<file path="src/rtl/uart_pkg.sv">
// Shared UART receive constants and state encoding.
package uart_pkg;

    localparam int unsigned BAUD               = 115200;
    localparam int unsigned DEFAULT_OVERSAMPLE = 16;
    localparam int unsigned DATA_BITS          = 8;
    localparam int unsigned BYTES_PER_WORD     = 2;
    localparam int unsigned WORD_BITS          = DATA_BITS * BYTES_PER_WORD;

    typedef enum logic [2:0] {
        ST_IDLE,
        ST_START,
        ST_DATA,
        ST_STOP,
        ST_GAP
    } rx_state_t;

endpackage

</file>
<file path="src/rtl/rx_sync.sv">
// Two-flop synchronizer for the asynchronous serial line; resets to idle-high.
module rx_sync (
    input  logic clk,
    input  logic reset,
    input  logic d,
    output logic q
);

    logic [1:0] sync_q;
    logic [1:0] sync_d;

    // Shift the raw line through two stages.
    always_comb begin
        sync_d = {sync_q[0], d};
    end

    // Synchronizer flops, held at the idle level during reset.
    always_ff @(posedge clk) begin
        if (reset) begin
            sync_q <= 2'b11;
        end else begin
            sync_q <= sync_d;
        end
    end

    assign q = sync_q[1];

endmodule

</file>
<file path="src/rtl/receptor.sv">
// Oversampling UART receiver: two 8N1 frames assembled into one 16-bit word.
module receptor
    import uart_pkg::*;
#(
    parameter int unsigned OVERSAMPLE   = DEFAULT_OVERSAMPLE,
    parameter int unsigned TIMEOUT_BITS = 4
) (
    input  logic                 clk_1843200hz,
    input  logic                 reset,
    input  logic                 in,
    output logic [WORD_BITS-1:0] data,
    output logic                 valid,
    output logic                 frame_err,
    output logic                 timeout_err,
    output logic                 busy
);

    localparam int unsigned HALF   = OVERSAMPLE / 2;
    localparam int unsigned TO_CYC = OVERSAMPLE * TIMEOUT_BITS;
    localparam int unsigned CW     = $clog2(TO_CYC) + 1;

    logic rx_s;

    rx_state_t              state_q,  state_d;
    logic [CW-1:0]          cnt_q,    cnt_d;
    logic [3:0]             bit_q,    bit_d;
    logic                   idx_q,    idx_d;
    logic [DATA_BITS-1:0]   shift_q,  shift_d;
    logic [DATA_BITS-1:0]   byte0_q,  byte0_d;
    logic [WORD_BITS-1:0]   data_q,   data_d;
    logic                   valid_q,  valid_d;
    logic                   ferr_q,   ferr_d;
    logic                   terr_q,   terr_d;
    logic                   busy_q,   busy_d;

    rx_sync u_rx_sync (
        .clk   (clk_1843200hz),
        .reset (reset),
        .d     (in),
        .q     (rx_s)
    );

    // Frame sequencing, mid-bit sampling and word assembly.
    always_comb begin
        state_d = state_q;
        cnt_d   = cnt_q;
        bit_d   = bit_q;
        idx_d   = idx_q;
        shift_d = shift_q;
        byte0_d = byte0_q;
        data_d  = data_q;
        valid_d = 1'b0;
        ferr_d  = 1'b0;
        terr_d  = 1'b0;
        busy_d  = busy_q;

        case (state_q)
            ST_IDLE: begin
                if (!rx_s) begin
                    state_d = ST_START;
                    cnt_d   = '0;
                    idx_d   = 1'b0;
                    busy_d  = 1'b1;
                end
            end

            ST_START: begin
                if (cnt_q == CW'(HALF - 1)) begin
                    cnt_d = '0;
                    if (!rx_s) begin
                        state_d = ST_DATA;
                        bit_d   = '0;
                    end else begin
                        // Line went back high before mid start bit: a glitch.
                        state_d = ST_IDLE;
                        idx_d   = 1'b0;
                        ferr_d  = 1'b1;
                        busy_d  = 1'b0;
                    end
                end else begin
                    cnt_d = cnt_q + CW'(1);
                end
            end

            ST_DATA: begin
                if (cnt_q == CW'(OVERSAMPLE - 1)) begin
                    cnt_d   = '0;
                    shift_d = {rx_s, shift_q[DATA_BITS-1:1]};
                    if (bit_q == 4'(DATA_BITS - 1)) begin
                        state_d = ST_STOP;
                    end else begin
                        bit_d = bit_q + 4'd1;
                    end
                end else begin
                    cnt_d = cnt_q + CW'(1);
                end
            end

            ST_STOP: begin
                if (cnt_q == CW'(OVERSAMPLE - 1)) begin
                    cnt_d = '0;
                    if (!rx_s) begin
                        state_d = ST_IDLE;
                        idx_d   = 1'b0;
                        ferr_d  = 1'b1;
                        busy_d  = 1'b0;
                    end else if (!idx_q) begin
                        state_d = ST_GAP;
                        byte0_d = shift_q;
                    end else begin
                        state_d = ST_IDLE;
                        idx_d   = 1'b0;
                        data_d  = {byte0_q, shift_q};
                        valid_d = 1'b1;
                        busy_d  = 1'b0;
                    end
                end else begin
                    cnt_d = cnt_q + CW'(1);
                end
            end

            ST_GAP: begin
                if (!rx_s) begin
                    state_d = ST_START;
                    cnt_d   = '0;
                    idx_d   = 1'b1;
                end else if (cnt_q == CW'(TO_CYC - 1)) begin
                    state_d = ST_IDLE;
                    cnt_d   = '0;
                    idx_d   = 1'b0;
                    terr_d  = 1'b1;
                    busy_d  = 1'b0;
                end else begin
                    cnt_d = cnt_q + CW'(1);
                end
            end

            default: begin
                state_d = ST_IDLE;
                busy_d  = 1'b0;
            end
        endcase
    end

    // State and output registers; reset aborts any partial word silently.
    always_ff @(posedge clk_1843200hz) begin
        if (reset) begin
            state_q <= ST_IDLE;
            cnt_q   <= '0;
            bit_q   <= '0;
            idx_q   <= 1'b0;
            shift_q <= '0;
            byte0_q <= '0;
            data_q  <= '0;
            valid_q <= 1'b0;
            ferr_q  <= 1'b0;
            terr_q  <= 1'b0;
            busy_q  <= 1'b0;
        end else begin
            state_q <= state_d;
            cnt_q   <= cnt_d;
            bit_q   <= bit_d;
            idx_q   <= idx_d;
            shift_q <= shift_d;
            byte0_q <= byte0_d;
            data_q  <= data_d;
            valid_q <= valid_d;
            ferr_q  <= ferr_d;
            terr_q  <= terr_d;
            busy_q  <= busy_d;
        end
    end

    assign data        = data_q;
    assign valid       = valid_q;
    assign frame_err   = ferr_q;
    assign timeout_err = terr_q;
    assign busy        = busy_q;

endmodule

</file>
<file path="config.mk">
export PLATFORM = sky130hd
export DESIGN_NAME = receptor
export DESIGN_NICKNAME = d
export VERILOG_FILES = /design/src/rtl/uart_pkg.sv /design/src/rtl/rx_sync.sv /design/src/rtl/receptor.sv
export SDC_FILE = /design/constraint.sdc
export NUM_CORES = 1
export LEC_CHECK = 0
export ABC_AREA = 1
export CORE_ASPECT_RATIO = 1.5
export CORE_MARGIN = 4
export CORE_UTILIZATION = 59
export CTS_BUF_LIST = sky130_fd_sc_hd__clkbuf_2
export DETAILED_ROUTE_END_ITERATION = 10
export GPL_TIMING_DRIVEN = 1
export PLACE_DENSITY_LB_ADDON = 0.1
export SYNTH_ARGS = -nofsm -noshare
export SYNTH_HDL_FRONTEND = slang
export SYNTH_HIERARCHICAL = 1
export SYNTH_SLANG_ARGS = --single-unit
</file>
<file path="constraint.sdc">
create_clock -name clk_1843200hz -period 1.8 [get_ports clk_1843200hz]
set_clock_uncertainty 0.05 [all_clocks]
set_input_delay 0.18 -clock clk_1843200hz [delete_from_list [all_inputs] [get_ports clk_1843200hz]]
set_output_delay 0.18 -clock clk_1843200hz [all_outputs]
set_load 0.1 [all_outputs]
</file>
[Word-level counts from Yosys, hierarchy flattened]
Index checks and enable logic that the tools add are counted.
Storage, ports and cells
  bits in registers: 53
  bits of input ports: 3
  output and inout port bits: 20
  word-level logic and storage cells: 97
Operators by class
  add/sub/neg operators: 2
  equality and inequality tests: 20
  multiplexer cells: 42
  bitwise operators: 6
  reduce and logical (&&, ||, !) cells: 15
Operator list (count)
  7-bit two-way mux: 5
  7-bit one-hot mux with 4 select lines: 1
  3-bit two-way mux: 9
  1-bit two-way mux: 17
  4-bit two-way mux: 4
  2-bit != test (second input constant): 8
  3-bit one-hot mux with 5 select lines: 1
  6-bit AND reduction: 2
  4-bit one-hot mux with 2 select lines: 1
  4-bit AND reduction: 2
  8-bit AND reduction: 1
  4-bit nonzero test: 2
  7-bit by 1-bit adder with 7-bit output (second input constant): 1
  7-bit by 3-bit == test with 1-bit output (second input constant): 1
  7-bit by 4-bit == test with 1-bit output (second input constant): 1
  7-bit by 6-bit == test with 1-bit output (second input constant): 1
  3-bit by 2-bit == test with 1-bit output (second input constant): 2
  3-bit != test (second input constant): 2
  1-bit NOT: 6
  1-bit one-hot mux with 5 select lines: 1
  5-bit AND reduction: 1
  4-bit by 1-bit adder with 4-bit output (second input constant): 1
  4-bit by 3-bit == test with 1-bit output (second input constant): 1
  2-bit by 1-bit != test with 1-bit output (second input constant): 2
  11 further kinds: 12

[Longest topological paths before layout]
Gate-level depths: netlist of run 1.
  word-level depth: 4
  mapped depth: 10
  mapped depth without buffers: 10

[Hierarchy]
The synthesis of run 1 kept the hierarchy.
Modules (own cells, without submodules)
  receptor: instances 1, cells an instance 308, area an instance 2429.8 um^2, sequential area each 1021.0 um^2
  rx_sync: instances 1, cells an instance 7, area an instance 58.8 um^2, sequential area each 40.0 um^2

[Worst setup path after synthesis of run 1]
Ideal clock, no wire load.
  kind: register -> register
  start: register cnt_q[0]
  end: register idx_q
  library setup time: 0.115 ns
  arrival time: 1.365 ns
  required time: 1.635 ns
  setup slack: 0.270 ns
  cell stages (with the launch flop): 11
  buffers on the path: 0
  clock period less this slack: 1.530 ns
  path through: dfxtp_1 ha_1 nand2_2 inv_1 nand2_1 o21ai_4 nand2_2 nor2_1 nand3_2 nand2_1 nor2_1
Between the ends
  longest elaborated chain between the ends: 3
  elaborated cells on any way between the ends: 7
  those cells by class: 6 x eq/ne; 1 x reduce/logical
RTL lines
  start, declared: line receptor.sv:25  | logic [CW-1:0] cnt_q, cnt_d;
  start signal, assigned: line receptor.sv:161  | cnt_q <= cnt_d;
  7-bit by 6-bit == test with 1-bit output, or another cell as far along: line receptor.sv:127  | end else if (cnt_q == CW'(TO_CYC - 1)) begin
  3-bit != test (no line) / 2-bit != test (equally long branches)
  6-bit AND reduction (no line) *
  end signal, assigned: line receptor.sv:163  | idx_q <= idx_d;
  end, declared: line receptor.sv:27  | logic idx_q, idx_d;
Mark *: on every way between the ends. The rest lies on a longest branch, timed or not.
A chain may end at the register's enable or synchronous reset.

[Final worst setup path of run 1]
Ends and elaborated chain as after synthesis.

==> results of run 1 <==
[registers in the layout (all words and copies together), names as in the netlist]
signal / count
idx_q: 1
timeout_err: 1
state_q: 3
byte0_q: 8
valid: 1
u_rx_sync/sync_q: 2
bit_q: 4
data: 16
frame_err: 1
shift_q: 8
busy: 1
cnt_q: 7
[what timing repair did]
item	4_1_cts	5_1_grt
endpoints found under the setup margin	1	19
resized for setup	1	5
pin swaps	0	1
[power by group through the flow]
stage | Sequential (mW) | Clock [mW] | Combinational [mW]
floorplan | 1.37 | 0 | 0.696
global placement | 1.33 | 0 | 0.876
detailed placement | 1.33 | 0 | 0.883
CTS | 1.31 | 0.496 | 0.887
global route | 1.32 | 0.545 | 0.992
finish | 1.31 | 0.478 | 0.890
[cell families (layout without fill, tap and decap cells)]
logic type / count (synthesis) / in the layout / share of synthesized area
buf+inv: 44 / 72 / 0.07742
xor+xnor: 5 / 5 / 0.01760
compound gates: 53 / 53 / 0.1619
flops: 53 / 53 / 0.4263
simple gates: 158 / 158 / 0.3067
fa+ha+maj: 2 / 2 / 0.01005
[path summary, 6_finish.rpt]
path	from	to	slack [ns]	cells after the start
min reg2reg	u_rx_sync/sync_q[0]	u_rx_sync/sync_q[1]	0.39	2
max reg2reg	cnt_q[0]	idx_q	0.14	10
max	cnt_q[0]	idx_q	0.14	10
min	in	u_rx_sync/sync_q[0]	0.19	3
[Yosys cell counts]
cell type | number | area [um^2]
nor3_1 | 2 | 10.01
o21ai_4 | 1 | 16.27
a21oi_1 | 14 | 70.07
or2_2 | 1 | 6.260
clkbuf_1 | 4 | 15.01
nand2_4 | 3 | 33.78
dfxtp_1 | 53 | 1061
xor2_1 | 3 | 26.28
a41oi_1 | 1 | 8.760
buf_2 | 1 | 5.000
ha_1 | 2 | 25.02
o21ai_0 | 20 | 100.1
nand3_1 | 13 | 65.06
and2_4 | 1 | 8.760
nor2_2 | 6 | 37.54
a211oi_2 | 16 | 200.2
a211oi_1 | 1 | 7.510
nand2_2 | 7 | 43.79
nand3_2 | 3 | 30.03
nor2_4 | 5 | 56.30
xnor2_1 | 2 | 17.52
nand4_4 | 1 | 21.27
inv_1 | 28 | 105.1
nor4_1 | 1 | 6.260
clkinv_1 | 1 | 3.750
nand2_1 | 39 | 146.4
buf_4 | 1 | 7.510
inv_2 | 6 | 22.52
buf_6 | 3 | 33.78
nor2_1 | 71 | 266.5
nand4_1 | 5 | 31.28
[per-stage QoR]
step	area, um^2	instances	power, mW	hold WS, ns
floorplan	2489	315	2.067	0.2148
global placement	2719	380	2.203	0.3448
detailed placement	2719	380	2.212	0.3530
CTS	2770	388	2.691	0.1792
global route	2781	388	2.860	0.1793
finish	2781	388	2.680	0.1928
[routing by layer]
layer	up-vias	share of wire
li1	1067	-
met1	959	0.39
met2	35	0.56
met3	12	0.026
met4	0	0.027
met5	-	0
[critical path, delay by kind of cell (launching register included)]
| family | cells | cell delay (ns) |
|---|---|---|
| AO/OA/AOI/OAI | 1 | 0.20 |
| AND/OR/NAND/NOR | 7 | 0.64 |
| flip-flops | 1 | 0.41 |
| buffers and inverters | 1 | 0.09 |
| adder cells (fa/ha/maj) | 1 | 0.21 |
[final cells by class]
cell class	instances	share of cell area
clock inverters	3	0.007647
clock buffers	5	0.008997
well taps	45	0.02024
multi-input cells	218	0.4476
flip-flops and latches	53	0.3824
inverters	35	0.04858
repair buffers	29	0.08457
==> flow_metrics.tcl, run 1 <==
set metrics [dict create \
    synth_area_um2 2489 \
    post-dp-hpwl_mm 3.876 \
    die_area_um2 5343 \
    drt_iter0_drc 81 \
    cts_tree "yes" \
    grt_use_total 0.2104 \
    path_cells "ha_2 -> nand2_2 -> inv_1 -> nand2_1 -> o21ai_4 -> nand2_2 -> nor2_1 -> nand3_2 -> nand2_1 -> nor2_1" \
    area_delta_synth_final_pct 11.76 \
    rows 28 \
    clock_path_buffers 2 \
    cp-end-kind "flip-flop" \
    cts.clk_slew.worst_paths_ns 0.27 \
    grt_busiest_layer "met2" \
    crit_type "flip-flop to flip-flop" \
    mostFrequentLayoutCells "nor2_1, dfxtp_1, nand2_1" \
    fmax_mhz 603.1 \
    firstDrtPassIters 4 \
    first_global_vias 1954 \
    wl_mm 5.098 \
    synth_cell_type_count 31 \
    maxCapViolCount 0 \
    status "complete, no violations" \
    io_buffer_count 22 \
    wl_per_cell_um 13.14 \
    vdd_ir_drop_max_uv 691.1 \
    grt_pass1_wl_mm 8.576 \
    post-cts-setup-buffer-count 0 \
    internal_power_mw 1.637 \
    viasPerCell 5.343 \
    die_h_um 87.54 \
    yosysWarningCount 6 \
    htreeDepth 2 \
    antenna_found_initial 0 \
    cts-root-buf "clkbuf_2" \
    mostFrequentLayoutCell "nor2_1" \
    clock_latency_ns 0.42 \
    tightest_slew_ns 0.3562 \
    use_met3 0.03982 \
    pwr-share-clk 0.178 \
    leakage_nw 1.172 \
    drtAntennaViolNets 0 \
    multi_input_area_um2 1245 \
    fp.dieW_um 61.03 \
    seq_power_share 0.490 \
    ys_seq_elements 53 \
    postLayoutCoreUtil 0.6964 \
    rsz0062_at_grt "false" \
    crit_slowest_cell "dfxtp_2" \
    powerDensity_nw_per_um2 963.5 \
    slew_violations 0 \
    finalHoldViolCount 0 \
    layout.nets 347 \
    ios 23 \
    use_met2 0.3911 \
    core-area_um2 3994 \
    final-setup-viol-count 0 \
    place_congestion 0.8775 \
    place_ws_ns 0.06759 \
    fin_ws_ns 0.1420 \
    syn_nets 320 \
    drc 0 \
    cts_buffers 5 \
    finalCritPeriodShare 0.9211 \
    avgSynthCellArea_um2 7.900 \
    routed-via-count 2073 \
    seq_area_um2 1064 \
    clkSinkCount 53 \
    fin_crit_ns 1.658 \
    critical_path.max_fanout 4 \
    num_antenna_cells 0 \
    worstHoldPathType "primary input to flip-flop" \
    holdBufCountCts 0 \
    nFillCells 338 \
    synthCells 315 \
    p_sw_frac 0.3891 \
    grt_max_degree 34 \
    power_frac_comb 0.332 \
    grt_use_met1 0.2228 \
    required_ns 2.11 \
    cp_slowest_stage_delay_ns 0.41 \
    final_layout_size_suffix_gt1_frac 0.2624 \
    seq_area_frac_synth 0.4263 \
    crit_arrival_ns 1.96 \
    tns_ns 0 \
    start_kind "flip-flop" \
    max_slew_margin 0.7622 \
    initial_core_util 0.6231 \
    globalRouteOverflowTotal 0 \
    switching_power_mw 1.043 \
]
(Power assumes the default switching activity.)
==> run 2, diff against run 1 <==
- MAX_ROUTING_LAYER: not set -> met4
==> run 2 against run 1 <==
Compared with the run above: final cell count is the same; sequential share of layout area unchanged; count of clock-buffer cells in the layout stayed put; largest power group unchanged; highest routed layer unchanged.
==> flow_metrics.tcl, run 2 (same netlist as run 1, synthesis figures left out) <==
set metrics [dict create \
    firstDrtPassIters 4 \
    antenna_found_initial 0 \
    core-area_um2 3994 \
    fmax_mhz 603.1 \
    tightest_slew_ns 0.3430 \
    crit_arrival_ns 1.96 \
    layout.nets 347 \
    routed-via-count 2059 \
    initial_core_util 0.6231 \
    hold_slack_ns 0.1950 \
    ios 23 \
    slew_violations 0 \
    mostFrequentLayoutCell "nor2_1" \
    clock_latency_ns 0.42 \
    htreeDepth 2 \
    leakage_nw 1.172 \
    post-cts-setup-buffer-count 0 \
    holdBufCountCts 0 \
    required_ns 2.11 \
    fin_area_um2 2781 \
    critPathTopFamily "simple AND/OR/NAND/NOR gates" \
    wl_mm 5.080 \
    tns_ns 0 \
    status "complete, no violations" \
    fin_ws_ns 0.1420 \
    critical_path.max_fanout 4 \
    cts.clk_slew.worst_paths_ns 0.27 \
    cp.buffers_inverters 1 \
    rows 28 \
    num_antenna_cells 0 \
    globalRouteOverflowTotal 0 \
    drc 0 \
    finalCritPeriodShare 0.9211 \
    drt_iter0_drc 91 \
    grt_max_degree 34 \
    crit_type "flip-flop to flip-flop" \
    maxCapViolCount 0 \
    crit_slowest_cell "dfxtp_2" \
    area_delta_synth_final_pct 11.76 \
    grt_pass1_wl_mm 8.569 \
    post-dp-hpwl_mm 3.876 \
    cts-root-buf "clkbuf_2" \
    placed_cell_area_um2 2719 \
    grt_use_total 0.2164 \
    postLayoutCoreUtil 0.6964 \
    worstHoldPathType "primary input to flip-flop" \
    rsz0062_at_grt "false" \
    place_congestion 0.8919 \
    final-setup-viol-count 0 \
    powerDensity_nw_per_um2 963.1 \
    vdd_ir_drop_max_uv 687.5 \
    largest_reg_flops 16 \
    max_slew_margin 0.7710 \
    start_kind "flip-flop" \
    wl_per_cell_um 13.09 \
    first_global_vias 1962 \
    mostFrequentLayoutCells "nor2_1, dfxtp_1, nand2_1" \
    cp-end-kind "flip-flop" \
    cp_slowest_stage_delay_ns 0.41 \
    viasPerCell 5.307 \
    io_buffer_count 22 \
    clkSinkCount 53 \
    finalHoldViolCount 0 \
    die_h_um 87.54 \
    fp.dieW_um 61.03 \
    path_cells "ha_2 -> nand2_2 -> inv_1 -> nand2_1 -> o21ai_4 -> nand2_2 -> nor2_1 -> nand3_2 -> nand2_1 -> nor2_1" \
    cts_buffers 5 \
    final_layout_size_suffix_gt1_frac 0.2624 \
    fin_crit_ns 1.658 \
    place_ws_ns 0.06759 \
    clock_path_buffers 2 \
    cts_tree "yes" \
    die_area_um2 5343 \
    drtAntennaViolNets 0 \
]
==> run 2: report_power, final <==
part / total (mW) / switching, mW / internal [mW]
Sequential: 1.31 / 0.0743 / 1.24
Clock: 0.478 / 0.379 / 0.0989
Combinational: 0.890 / 0.589 / 0.301
==> run 2: through the flow <==
| step | total power, mW | std cells |
|---|---|---|
| 2_1_floorplan | 2.067 | 315 |
| 3_5_place_dp | 2.212 | 380 |
| 3_3_place_gp | 2.203 | 380 |
| 4_1_cts | 2.691 | 388 |
| 6_report | 2.679 | 388 |
| 5_1_grt | 2.860 | 388 |
==> run 2: routing by layer <==
| layer | GRT usage | vias up | routed length, um |
|---|---|---|---|
| met1 | 0.2228 | 947 | 1939 |
| li1 | - | 1069 | - |
| met3 | 0.03982 | 12 | 135 |
| met4 | 0.08481 | 0 | 138 |
| met2 | 0.3892 | 31 | 2866 |
| met5 | - | - | 0 |
==> run 2: layout make-up <==
cell class,instances,area (um^2)
multi-input cells,218,1245
fillers,338,1212
flip-flops and latches,53,1064
repair buffers,29,235.2
inverters,35,135.1
well taps,45,56.30
clock buffers,5,25.02
clock inverters,3,21.27
==> run 2: final timing paths <==
kind	start	endpoint	slack (ns)	cells after the start
min reg2reg	u_rx_sync/sync_q[0]	u_rx_sync/sync_q[1]	0.39	2
min	in	u_rx_sync/sync_q[0]	0.19	3
max	cnt_q[0]	idx_q	0.14	10
max reg2reg	cnt_q[0]	idx_q	0.14	10
==> run 2: worst min-delay path, stage by stage <==
cell and delay, ns:
clkdlybuf4s50_1 0.39, inv_1 0.05, nand2_1 0.04
==> run 2: timing repair <==
item | in CTS | in global routing
resized for setup | 1 | 5
pin swaps | 0 | 1
endpoints found under the setup margin | 1 | 19
==> run 3, diff against run 2 <==
==> constraint.sdc (replaced) <==
create_clock -name clk_1843200hz -period 1.75 [get_ports clk_1843200hz]
set_clock_uncertainty 0.05 [all_clocks]
set_input_delay 0.175 -clock clk_1843200hz [delete_from_list [all_inputs] [get_ports clk_1843200hz]]
set_output_delay 0.175 -clock clk_1843200hz [all_outputs]
set_load 0.02 [all_outputs]
==> run 3 against run 2 <==
Compared with the run above: first-iteration DRC count is 35% higher; clock power up 6.1%; count of clock-buffer cells in the layout unchanged; final cell count up 0.52%; non-clock buffer count grew 2; sequential share of layout area shrank 0.98 points; utilization up 1.9 points; largest power group unchanged.
==> flow_metrics.tcl, run 3 (same netlist as run 1, synthesis figures left out) <==
set metrics [dict create \
    cp.buffers_inverters 1 \
    internal_power_mw 1.695 \
    seq_power_share 0.491 \
    crit_slowest_cell "clkdlybuf4s50_1" \
    crit_arrival_ns 1.45 \
    postLayoutCoreUtil 0.7155 \
    die_h_um 87.54 \
    wl_met2_mm 2.801 \
    max_slew_margin 0.7715 \
    area_delta_synth_final_pct 14.83 \
    layout.nets 349 \
    critical_path.max_fanout 2 \
    clkSinkCount 53 \
    status "complete, no violations" \
    fin_area_um2 2858 \
    num_antenna_cells 0 \
    fmax_mhz 596.2 \
    viasPerCell 5.305 \
    maxCapViolCount 0 \
    firstDrtPassIters 4 \
    core-area_um2 3994 \
    maxUsedRoutingLayer "met4" \
    leakage_nw 1.183 \
    htreeDepth 2 \
    holdBufCountCts 0 \
    final_layout_size_suffix_gt1_frac 0.2232 \
    globalRouteOverflowTotal 0 \
    initial_core_util 0.6231 \
    rr_startpoint "cnt_q[0]" \
    crit_type "flip-flop to primary output" \
    critPathTopFamily "buffers and inverters" \
    cts_tree "yes" \
    cts_buffers 5 \
    ios 23 \
    mostFrequentLayoutCell "nor2_1" \
    powerDensity_nw_per_um2 961.7 \
    worstReg2RegEnd "bit_q[0]" \
    fin_cells 390 \
    path_cells "clkdlybuf4s50_1" \
    finalCritPeriodShare 0.9584 \
    mostFrequentLayoutCells "nor2_1, dfxtp_1, nand2_1" \
    drt-met1-wl_mm 2.055 \
    clock_latency_ns 0.45 \
    post-dp-hpwl_mm 3.856 \
    hold_slack_ns 0.1734 \
    rsz0062_at_grt "false" \
    fp.dieW_um 61.03 \
    wl_met3_um 110 \
    final-setup-viol-count 0 \
    switching_power_mw 1.054 \
    die_area_um2 5343 \
    hp-start "in" \
    cp_slowest_stage_delay_ns 0.62 \
    antenna_found_initial 0 \
    wl_per_cell_um 13.26 \
    grt_max_degree 34 \
    start_kind "flip-flop" \
    tightest_slew_ns 0.3423 \
    finalHoldViolCount 0 \
    crit_end "data[4]" \
    required_ns 1.52 \
    largest_reg_flops 16 \
    first_global_vias 2090 \
    path_depth 1 \
    placed_cell_area_um2 2784 \
    place_congestion 0.8586 \
    slew_violations 0 \
    reg2regPathDepth 8 \
    cts-root-buf "clkbuf_2" \
    p_sw_frac 0.3834 \
    vdd_ir_drop_max_uv 713.1 \
    drtAntennaViolNets 0 \
    cts.clk_slew.worst_paths_ns 0.27 \
    fin_crit_ns 1.677 \
    wl_mm 5.170 \
    pwr-share-clk 0.184 \
    rows 28 \
    worstHoldPathType "primary input to flip-flop" \
    timing.reg2reg.setup_slack_ns 0.10 \
    drc 0 \
    power_frac_comb 0.324 \
    cp-end-kind "primary output" \
    routed-via-count 2069 \
    drt_iter0_drc 123 \
    io_buffer_count 22 \
    grt_pass1_wl_mm 8.963 \
    placed_cells 382 \
    cp-startpoint "data[4]" \
    clock_path_buffers 2 \
    grt_use_total 0.2252 \
]
-- run 3: worst min-delay path, cell delays in order --
cell and delay, ns:
clkdlybuf4s50_1 0.40, inv_1 0.05, nand2_1 0.04
-- run 3: worst min path at each step --
stage	endpoint	cells after the start	slack [ns]
floorplan	u_rx_sync/sync_q[0]	2	0.21
global placement	u_rx_sync/sync_q[1]	2	0.35
detailed placement	u_rx_sync/sync_q[1]	2	0.35
CTS	u_rx_sync/sync_q[0]	3	0.16
global route	u_rx_sync/sync_q[0]	3	0.15
finish	u_rx_sync/sync_q[0]	3	0.17
-- run 3: area by class of cell --
class                   count  area, um^2
well taps                  45       56.30
clock inverters             3       21.27
clock buffers               5       25.02
multi-input cells         218        1252
flip-flops and latches     53        1065
repair buffers             31       305.3
fillers                   318        1136
inverters                  35       132.6
-- run 3: power groups by stage --
| stage | Combinational [mW] | Sequential, mW | Clock, mW |
|---|---|---|---|
| 2_1_floorplan | 0.716 | 1.36 | 0 |
| 3_3_place_gp | 0.857 | 1.37 | 0 |
| 3_5_place_dp | 0.861 | 1.37 | 0 |
| 4_1_cts | 0.865 | 1.34 | 0.513 |
| 5_1_grt | 1.00 | 1.36 | 0.565 |
| 6_report | 0.891 | 1.35 | 0.507 |
-- run 3: what timing repair did --
item                       in CTS  in global routing
pin swaps                       0                  0
setup buffers                   0                  0
setup endpoints to repair       8                 45
resized for setup               2                 11
-- run 3: layer usage --
layer,track usage,vias up
met5,-,-
met4,0.1183,0
met3,0.03982,17
met2,0.3921,31
met1,0.2314,949
li1,-,1072
-- run 3: stage by stage --
step,power [mW],worst slack (ns),setup TNS (ns)
5_1_grt,2.930,0.0006657,0
4_1_cts,2.723,0.02259,0
2_1_floorplan,2.079,0.2200,0
3_5_place_dp,2.228,-0.01918,-0.01918
6_report,2.748,0.07281,0
3_3_place_gp,2.222,0.01032,0
